`src/rtl/divider_pipeline_pkg.sv`:
```
// Shared definitions for the iterative radix-2 divider: op encodings,
// FSM states and the default datapath width.
package divider_pipeline_pkg;

    localparam int XLEN_DEFAULT = 32;

    localparam logic [2:0] OP_DIV  = 3'b100;
    localparam logic [2:0] OP_DIVU = 3'b101;
    localparam logic [2:0] OP_REM  = 3'b110;
    localparam logic [2:0] OP_REMU = 3'b111;

    typedef enum logic [1:0] {
        IDLE = 2'd0,
        CALC = 2'd1,
        DONE = 2'd2
    } state_t;

endpackage

```
`src/rtl/divider_pipeline_step.sv`:
```
// One restoring-division step: shift the next dividend bit into the partial
// remainder and keep the trial difference when it does not borrow.
module divider_step #(
    parameter int XLEN = 32
) (
    input  logic [XLEN-1:0] rem,
    input  logic            dvd_bit,
    input  logic [XLEN-1:0] divisor,
    output logic [XLEN-1:0] rem_nxt,
    output logic            q_bit
);

    logic [XLEN:0] shifted;
    logic [XLEN:0] diff;

    // rem < divisor on entry, so a wrap into bit XLEN is exactly a borrow
    assign shifted = {rem, dvd_bit};
    assign diff    = shifted - {1'b0, divisor};
    assign q_bit   = ~diff[XLEN];
    assign rem_nxt = diff[XLEN] ? shifted[XLEN-1:0] : diff[XLEN-1:0];

endmodule

```
`src/rtl/divider_pipeline.sv`:
```
// RV32M DIV/DIVU/REM/REMU unit: one quotient bit per cycle on magnitudes,
// special cases resolved at accept, result held until the pipeline moves on.
module divider_pipeline
    import divider_pipeline_pkg::*;
#(
    parameter int XLEN = XLEN_DEFAULT
) (
    input  logic            clk,
    input  logic            rst_n,
    input  logic            stall,
    input  logic            flush,
    input  logic            valid_in,
    input  logic [XLEN-1:0] rs1_value,
    input  logic [XLEN-1:0] rs2_value,
    input  logic [2:0]      ctrl,
    output logic            busy,
    output logic            valid_out,
    output logic [XLEN-1:0] ans
);

    localparam int CW = $clog2(XLEN);
    localparam logic [CW-1:0] LAST = CW'(XLEN - 1);

    state_t          state, state_nxt;
    logic [CW-1:0]   cnt;
    logic [XLEN-1:0] rem, dvd, dsr;
    logic            q_neg, r_neg, is_rem;

    logic            signed_op, rs1_neg, rs2_neg;
    logic            div_zero, ovf, special, accept;
    logic [XLEN-1:0] rem_nxt, dvd_nxt, q_fix, r_fix;
    logic            q_bit;
    logic            unused_ctrl;

    assign unused_ctrl = ctrl[2];

    assign signed_op = ~ctrl[0];
    assign rs1_neg   = signed_op & rs1_value[XLEN-1];
    assign rs2_neg   = signed_op & rs2_value[XLEN-1];
    assign div_zero  = (rs2_value == '0);
    assign ovf       = signed_op && (rs1_value == {1'b1, {(XLEN-1){1'b0}}}) && (rs2_value == '1);
    assign special   = div_zero | ovf;
    assign accept    = (state == IDLE) && valid_in && !stall && !flush;

    assign busy      = (state != IDLE);
    assign valid_out = (state == DONE);

    // dvd doubles as the quotient register: dividend bits leave the top as
    // quotient bits enter the bottom
    divider_step #(.XLEN(XLEN)) u_step (
        .rem     (rem),
        .dvd_bit (dvd[XLEN-1]),
        .divisor (dsr),
        .rem_nxt (rem_nxt),
        .q_bit   (q_bit)
    );

    assign dvd_nxt = {dvd[XLEN-2:0], q_bit};
    assign q_fix   = q_neg ? -dvd_nxt : dvd_nxt;
    assign r_fix   = r_neg ? -rem_nxt : rem_nxt;

    always_ff @(posedge clk or negedge rst_n) begin
        if (!rst_n)
            state <= IDLE;
        else if (!stall)
            state <= state_nxt;
    end

    always_comb begin
        state_nxt = state;
        unique case (state)
            IDLE:    if (valid_in) state_nxt = special ? DONE : CALC;
            CALC:    if (cnt == LAST) state_nxt = DONE;
            DONE:    state_nxt = IDLE;
            default: state_nxt = IDLE;
        endcase
        if (flush)
            state_nxt = IDLE;
    end

    always_ff @(posedge clk or negedge rst_n) begin
        if (!rst_n) begin
            cnt    <= '0;
            rem    <= '0;
            dvd    <= '0;
            dsr    <= '0;
            q_neg  <= 1'b0;
            r_neg  <= 1'b0;
            is_rem <= 1'b0;
            ans    <= '0;
        end else if (!stall && !flush) begin
            if (accept) begin
                if (div_zero)
                    ans <= ctrl[1] ? rs1_value : '1;
                else if (ovf)
                    ans <= ctrl[1] ? '0 : rs1_value;
                else begin
                    dvd    <= rs1_neg ? -rs1_value : rs1_value;
                    dsr    <= rs2_neg ? -rs2_value : rs2_value;
                    q_neg  <= rs1_neg ^ rs2_neg;
                    r_neg  <= rs1_neg;
                    is_rem <= ctrl[1];
                    rem    <= '0;
                    cnt    <= '0;
                end
            end else if (state == CALC) begin
                rem <= rem_nxt;
                dvd <= dvd_nxt;
                cnt <= cnt + 1'b1;
                if (cnt == LAST)
                    ans <= is_rem ? r_fix : q_fix;
            end
        end
    end

endmodule

```
`config.mk`:
```
export PLATFORM = sky130hd
export DESIGN_NAME = divider_pipeline
export DESIGN_NICKNAME = d
export VERILOG_FILES = /design/src/rtl/divider_pipeline_pkg.sv /design/src/rtl/divider_pipeline_step.sv /design/src/rtl/divider_pipeline.sv
export SDC_FILE = /design/constraint.sdc
export NUM_CORES = 1
export LEC_CHECK = 0
export ABC_AREA = 0
export CORE_MARGIN = 8
export CORE_UTILIZATION = 45
export DETAILED_ROUTE_END_ITERATION = 6
export GPL_ROUTABILITY_DRIVEN = 1
export HOLD_SLACK_MARGIN = 0.06
export MAX_ROUTING_LAYER = met4
export PLACE_DENSITY_LB_ADDON = 0.1
export RECOVER_POWER = 25
export SLEW_MARGIN = 20
export SYNTH_ARGS = -nofsm -noshare
export SYNTH_HDL_FRONTEND = slang
export SYNTH_SLANG_ARGS = --single-unit
```
`constraint.sdc`:
```
create_clock -name clk -period 4.6 [get_ports clk]
set_clock_uncertainty 0.1 [all_clocks]
set_input_delay 0.46 -clock clk [delete_from_list [all_inputs] [get_ports clk]]
set_output_delay 0.46 -clock clk [all_outputs]
set_load 0.005 [all_outputs]
```
==> results of run 1 <==
repair_timing:
item	4_1_cts	5_1_grt
hold buffers	1	0
buffers inserted	6	5
endpoints found under the hold margin	72	0
resized for setup	10	21
pin swaps	13	6
endpoints found under the setup margin	10	17
cells in the mapped netlist (27+ instances only):
library cell and instances:
inv_1 54, ha_1 39, o21ai_0 185, dfrtp_1 138
xnor2_1 62, nand2_1 208, nor3_1 39, clkbuf_1 61
mux2i_1 27, a21oi_1 150, xor2_1 74, nor2_1 128
layout make-up:
cell class,instances,area share
Clock buffer,19,0.0298
Multi-Input combinational cell,1258,0.534
Inverter,56,0.0145
Timing Repair Buffer,254,0.149
Clock inverter,13,0.0113
Tap cell,335,0.0282
Sequential cell,138,0.233
state kept, by name, indices dropped and copies added, names as in the netlist:
signal and cells:
r_neg 1, cnt 5, state 2, dvd 32, ans 32, rem 32, q_neg 1, dsr 32
is_rem 1
metal layers:
layer  vias up  share of wire
met2       347           0.45
met4         0          0.020
met1      5606           0.47
met3        46          0.051
li1       5917              -
met5         -              0
through the flow:
step,TNS (ns),setup slack (ns),area [sq um]
2_1_floorplan,-0.639,-0.155,11800
3_3_place_gp,-1.08,-0.169,14000
3_5_place_dp,-1.76,-0.279,14000
4_1_cts,-0.665,-0.155,14700
5_1_grt,-2.06,-0.301,14800
6_report,-0.0738,-0.0373,14800
worst register-to-register path: cells and delay by family (launching register included):
kind                     cells  cell delay, ns
flip-flops                   1            0.41
adder cells (fa/ha/maj)      3            0.67
AND/OR/NAND/NOR              9            1.42
buffers and inverters        2            0.29
AO/OA/AOI/OAI                8            1.61
worst min path at each step:
| stage | from | end | slack, ns | depth (start not counted) |
|---|---|---|---|---|
| 6_report | ans[5] | ans[5] | 0.38 | 1 |
| 5_1_grt | ans[5] | ans[5] | 0.40 | 1 |
| 4_1_cts | ans[5] | ans[5] | 0.38 | 1 |
| 3_5_place_dp | ans[5] | ans[5] | 0.37 | 1 |
| 3_3_place_gp | ans[5] | ans[5] | 0.36 | 1 |
| 2_1_floorplan | rst_n | ans[0] | 0.06 | 0 |
kinds of logic after synthesis:
group / count (synthesis) / share of synthesized area
flip-flops: 138 / 0.295
buffers and inverters: 139 / 0.0479
AND/OR/NAND/NOR: 537 / 0.216
XOR/XNOR: 136 / 0.102
adder cells (fa/ha/maj): 40 / 0.0434
AO/OA/AOI/OAI: 513 / 0.268
multiplexers: 32 / 0.0279
power groups by stage:
stage | Sequential (W) | Combinational, W | Clock, W
CTS | 0.00159 | 0.00221 | 0.00147
finish | 0.00159 | 0.00225 | 0.00145
global route | 0.00162 | 0.00250 | 0.00152
floorplan | 0.00154 | 0.00147 | 0
global placement | 0.00161 | 0.00213 | 0
detailed placement | 0.00161 | 0.00216 | 0
==> flow_summary_export.csv, run 1 <==
group,metric,value,unit
outcome,status,"complete, but fails checks",
outcome,violations,"capacitance limit, slew limit, setup timing",
clock_network,cts_tree,"done",
sta,rsz0062_at_grt,"true",
flow_run,drv_cap,2,
sta,slew_headroom,-0.341,
worst_setup_path,crit_type,"reg -> reg",
worst_setup_path,worstSetupEndpointType,"flop",
grt,grt_pass1_vias,11500,
worst_setup_path,reg2regPathDepth,22,
floorplanning,ios,106,
route,viasPerCell,5.75,
logic_synthesis,ys_seq_area_frac,0.295,
floorplanning,start_util,0.453,
worst_setup_path,critical_path_required,4.81,ns
worst_setup_path,reg2reg_slack,-0.04,ns
power,leakagePower,6.23,nW
layout,n_antenna_cell,0,
layout,final_cell_mix,"nand2_1, o21ai_0, a21oi_1",
floorplanning,dieArea,31400,sq um
route,ant_nets,0,
worst_setup_path,cp_slowest_cell,"dfrtp_1",
layout,multi_input_area,7930,sq um
grt,busiest_layer,"met2",
grt,grt_util_met3,0.0347,
worst_setup_path,critPathArrivalTime,4.84,ns
clock_network,h-tree-depth,4,
clock_network,clockBufferDepth,2,
logic_synthesis,ys_warn_count,0,
clock_network,clockRootBuffer,"clkbuf_16",
logic_synthesis,syn_inst,1535,
logic_synthesis,syn_nets,1647,
logic_synthesis,synth_edf_count,0,
sta,whs,0.379,ns
power,power.switching,0.00205,W
worst_setup_path,crit_cells,22,
clock_network,cts-buffers-inserted,17,
clock_network,cts_sinks,138,
power,vdd_drop_max,0.266,mV
logic_synthesis,synth_area_leaders,"dfrtp_1, o21ai_0, nand2_1",
worst_setup_path,cp_num_buf_inv,2,
logic_synthesis,synth_top_area_share,0.295,
worst_setup_path,path_cells,"ha_4 > fa_2 > nand2b_4 > a211oi_4 > o211ai_2 > a2111oi_4 > buf_4 > nor3_2 > nor2_4 > clkinv_4 > a21oi_4 > ha_4 > nand4b_1 > or3_4 > nor2_4 > nand2_2 > a21oi_4 > a41oi_4 > or2_4 > a2111o_1 > a21oi_2 > nor3_1",
route,drc,0,
power,swShare,0.387,
layout,drive_above_1_share,0.142,
sta,setup_slack,-0.0373,ns
worst_setup_path,start_kind,"flop",
sta,period_share,1.01,
route,first_iter_violations,1155,
floorplanning,core-area,25800,sq um
route,dr.pass1.iters,5,
logic_synthesis,ys_ff_latch,138,
power,powerDensity,357,nW/um^2
grt,met2_usage,0.390,
sta,hold_viol,0,
route,routed_wl,37900,um
power,seq_power_share,0.301,
worst_setup_path,timing.rr.start,"dsr[0]",
route,vias,11900,
clock_network,clk_pin_slew,0.07,ns
power,combPwrFrac,0.426,
sta,slew_violations,108,
route,routedWlPerCell,18.3,um
place,finalWeightedCongestion,0.916,
clock_network,clk_latency,0.43,ns
sta,setup_viol,4,
place,port_buffers,104,
layout,post-route-util,0.574,
layout,num-nets-final,1837,
grt,grt_max_degree,77,
logic_synthesis,syn_area,11700,sq um
floorplanning,core.rowCount,59,
logic_synthesis,ys.flop_type,"dfrtp_1",
sta,period_needed,4.64,ns
layout,final-seq-area,3450,sq um
layout,fillers,2498,
grt,overflow,0,
power,power,0.00529,W
min_path,hold_class,"reg -> reg",
worst_setup_path,crit_end,"ans[30]",
place,dpl.cell_count,2028,
grt,grtUsageMet1,0.336,
power,intPower,0.00324,W
grt,grt_util_all_layers,0.249,
grt,grt_pass1_wl,61500,um
logic_synthesis,yosysTopAreaCell,"dfrtp_1",
worst_setup_path,startpoint,"dsr[0]",
layout,layout_commonest_cell,"nand2_1",
worst_setup_path,rr_endpoint,"ans[30]",
power,clock_power_share,0.274,
logic_synthesis,async_reset_ff_frac,1.00,
worst_setup_path,worst_path_largest_cell_delay,0.41,ns
sta,fmax,216,MHz
logic_synthesis,synth_cell_types,89,
sta,max_slew.worst_pin.slew,2.01,ns
floorplanning,die_h,177,um
place,hpwl,29400,um
worst_setup_path,critPathMaxFanout,7,
floorplanning,die_w,177,um
grt,antenna_found_initial,0,
layout,final_cell_count_no_fill,2073,
worst_setup_path,crit_family,"compound AO/OA/AOI/OAI gates",
logic_synthesis,avgSynthCellArea,7.63,sq um
layout,area.growth.synth_to_final,26.8,%
(Power assumes the default switching activity.)
==> run 2, diff against run 1 <==
--- a/config.mk
+++ b/config.mk
@@ -12,7 +12,7 @@
 export GPL_ROUTABILITY_DRIVEN = 1
 export HOLD_SLACK_MARGIN = 0.06
 export MAX_ROUTING_LAYER = met4
-export PLACE_DENSITY_LB_ADDON = 0.1
+export PLACE_DENSITY = 0.77
 export RECOVER_POWER = 25
 export SLEW_MARGIN = 20
 export SYNTH_ARGS = -nofsm -noshare
==> flow_summary_export.csv, run 2 (synthesis results as in run 1) <==
group,metric,value,unit
outcome,status,"complete, but fails checks",
outcome,violations,"capacitance limit, slew limit, setup timing",
grt,grt_max_degree,103,
sta,max_slew.worst_pin.slew,2.65,ns
route,routedWlPerCell,18.4,um
clock_network,clockRootBuffer,"clkbuf_16",
power,leakagePower,6.09,nW
layout,n_antenna_cell,0,
layout,num-nets-final,1807,
sta,period_needed,4.62,ns
sta,setup_viol,2,
worst_setup_path,critPathArrivalTime,4.84,ns
floorplanning,dieArea,31400,sq um
route,vias,12100,
clock_network,holdBufCountCts,0,
sta,fmax,216,MHz
clock_network,cts-buffers-inserted,17,
floorplanning,die_w,177,um
route,viasPerCell,5.93,
grt,grt_pass1_vias,11700,
sta,setup_slack,-0.0206,ns
route,drc,0,
grt,grt_pass1_wl,60200,um
grt,overflow,0,
power,intPower,0.00321,W
worst_setup_path,path_cells,"inv_2 > ha_4 > fa_2 > nand2b_4 > a211oi_4 > o211ai_2 > a2111oi_4 > buf_4 > nor3_4 > nor2_4 > clkinv_4 > a21oi_4 > ha_4 > nand4b_1 > or3_4 > nor2_4 > nand2_1 > a21oi_2 > a41oi_4 > or2_4 > a2111o_1 > a21oi_2 > nor3_2",
worst_setup_path,cp_slowest_cell,"or3_4",
place,dp_slack,-0.201,ns
sta,hold_viol,0,
floorplanning,ios,106,
power,swShare,0.393,
power,power.switching,0.00208,W
worst_setup_path,crit_family,"compound AO/OA/AOI/OAI gates",
worst_setup_path,start_kind,"flop",
clock_network,cts_tree,"done",
flow_run,drv_cap,1,
layout,layout_commonest_cell,"nand2_1",
place,port_buffers,104,
floorplanning,core-area,25800,sq um
min_path,worstHoldPathCells,2,
layout,final-seq-area,3450,sq um
layout,stdcell_area,14600,sq um
power,combPwrFrac,0.423,
place,hpwl,28800,um
worst_setup_path,crit_type,"reg -> reg",
layout,fillers,2387,
place,dpl-instance-area,13800,sq um
worst_setup_path,worst_path_largest_cell_delay,0.42,ns
min_path,hold_class,"reg -> reg",
clock_network,cts_sinks,138,
layout,final_cell_mix,"nand2_1, o21ai_0, a21oi_1",
power,seq_power_share,0.306,
worst_setup_path,critPathMaxFanout,6,
route,first_iter_violations,1194,
worst_setup_path,reg2regPathDepth,23,
floorplanning,start_util,0.453,
clock_network,clk_latency,0.43,ns
clock_network,clockBufferDepth,2,
worst_setup_path,cp_num_buf_inv,3,
floorplanning,die_h,177,um
sta,period_share,1.00,
place,finalWeightedCongestion,0.957,
layout,multi_input_area,7960,sq um
sta,slew_violations,103,
clock_network,h-tree-depth,4,
layout,post-route-util,0.566,
worst_setup_path,critical_path_required,4.82,ns
route,dr.pass1.iters,6,
grt,antenna_found_initial,0,
clock_network,clk_pin_slew,0.07,ns
route,routed_wl,37700,um
layout,drive_above_1_share,0.129,
power,powerDensity,361,nW/um^2
sta,slew_headroom,-0.767,
floorplanning,core.rowCount,59,
power,power,0.00529,W
layout,area.growth.synth_to_final,24.9,%
power,vdd_drop_max,0.270,mV
grt,grt_util_all_layers,0.243,
sta,rsz0062_at_grt,"true",
worst_setup_path,worstSetupEndpointType,"flop",
route,ant_nets,0,
power,clock_power_share,0.271,
worst_setup_path,crit_cells,23,
[run 2: per-layer routing]
layer / GRT usage / wire length, um / vias to the layer above
met1: 0.320 / 17000 / 5690
met4: 0.0858 / 1050 / 0
met5: - / 0 / -
met3: 0.0543 / 3150 / 68
met2: 0.365 / 16500 / 505
li1: - / - / 5843
[run 2: power by group through the flow]
| stage | combinational (W) | sequential [W] | clock, W |
|---|---|---|---|
| finish | 0.00224 | 0.00162 | 0.00143 |
| detailed placement | 0.00210 | 0.00163 | 0 |
| CTS | 0.00215 | 0.00161 | 0.00144 |
| floorplan | 0.00147 | 0.00154 | 0 |
| global placement | 0.00206 | 0.00162 | 0 |
| global route | 0.00247 | 0.00164 | 0.00149 |
[run 2: layout make-up]
cell class,instances,share of cell area
multi-input combinational,1258,0.544
sequential,138,0.236
timing repair buffer,224,0.135
clock buffer,18,0.0293
tap,335,0.0287
inverter,56,0.0147
clock inverter,14,0.0119
[run 2: worst reg2reg max path: cells and delay by family (launching register included)]
family                   cells  cell delay [ns]
buffers and inverters        3             0.37
AO/OA/AOI/OAI                8             1.61
AND/OR/NAND/NOR              9             1.40
adder cells (fa/ha/maj)      3             0.65
flip-flops                   1             0.36
[run 2: path summary, 6_finish.rpt]
check / end / slack [ns] / from
worst min register to register: ans[10] / 0.38 / ans[10]
worst max register to register: ans[30] / -0.02 / dvd[31]
max in group asynchronous: dvd[15] / 1.95 / rst_n
worst max-delay path: ans[30] / -0.02 / dvd[31]
min in group asynchronous: dvd[6] / 0.72 / rst_n
worst min-delay path: ans[10] / 0.38 / ans[10]
[run 2: per-stage QoR]
stage / std cells / hold slack, ns / setup TNS (ns)
final: 2043 / 0.381 / -0.0242
after global routing: 2043 / 0.401 / -1.72
after floorplan: 1535 / 0.0644 / -0.639
after detailed placement: 2002 / 0.371 / -0.973
after global placement: 2002 / 0.365 / -0.430
after CTS: 2037 / 0.0979 / -0.424
[run 2: repair_timing]
| action | CTS | global route |
|---|---|---|
| gates resized for setup | 7 | 28 |
| buffers inserted | 3 | 6 |
| pin swaps | 10 | 15 |
| gates cloned | 0 | 0 |
| setup endpoints to repair | 9 | 17 |
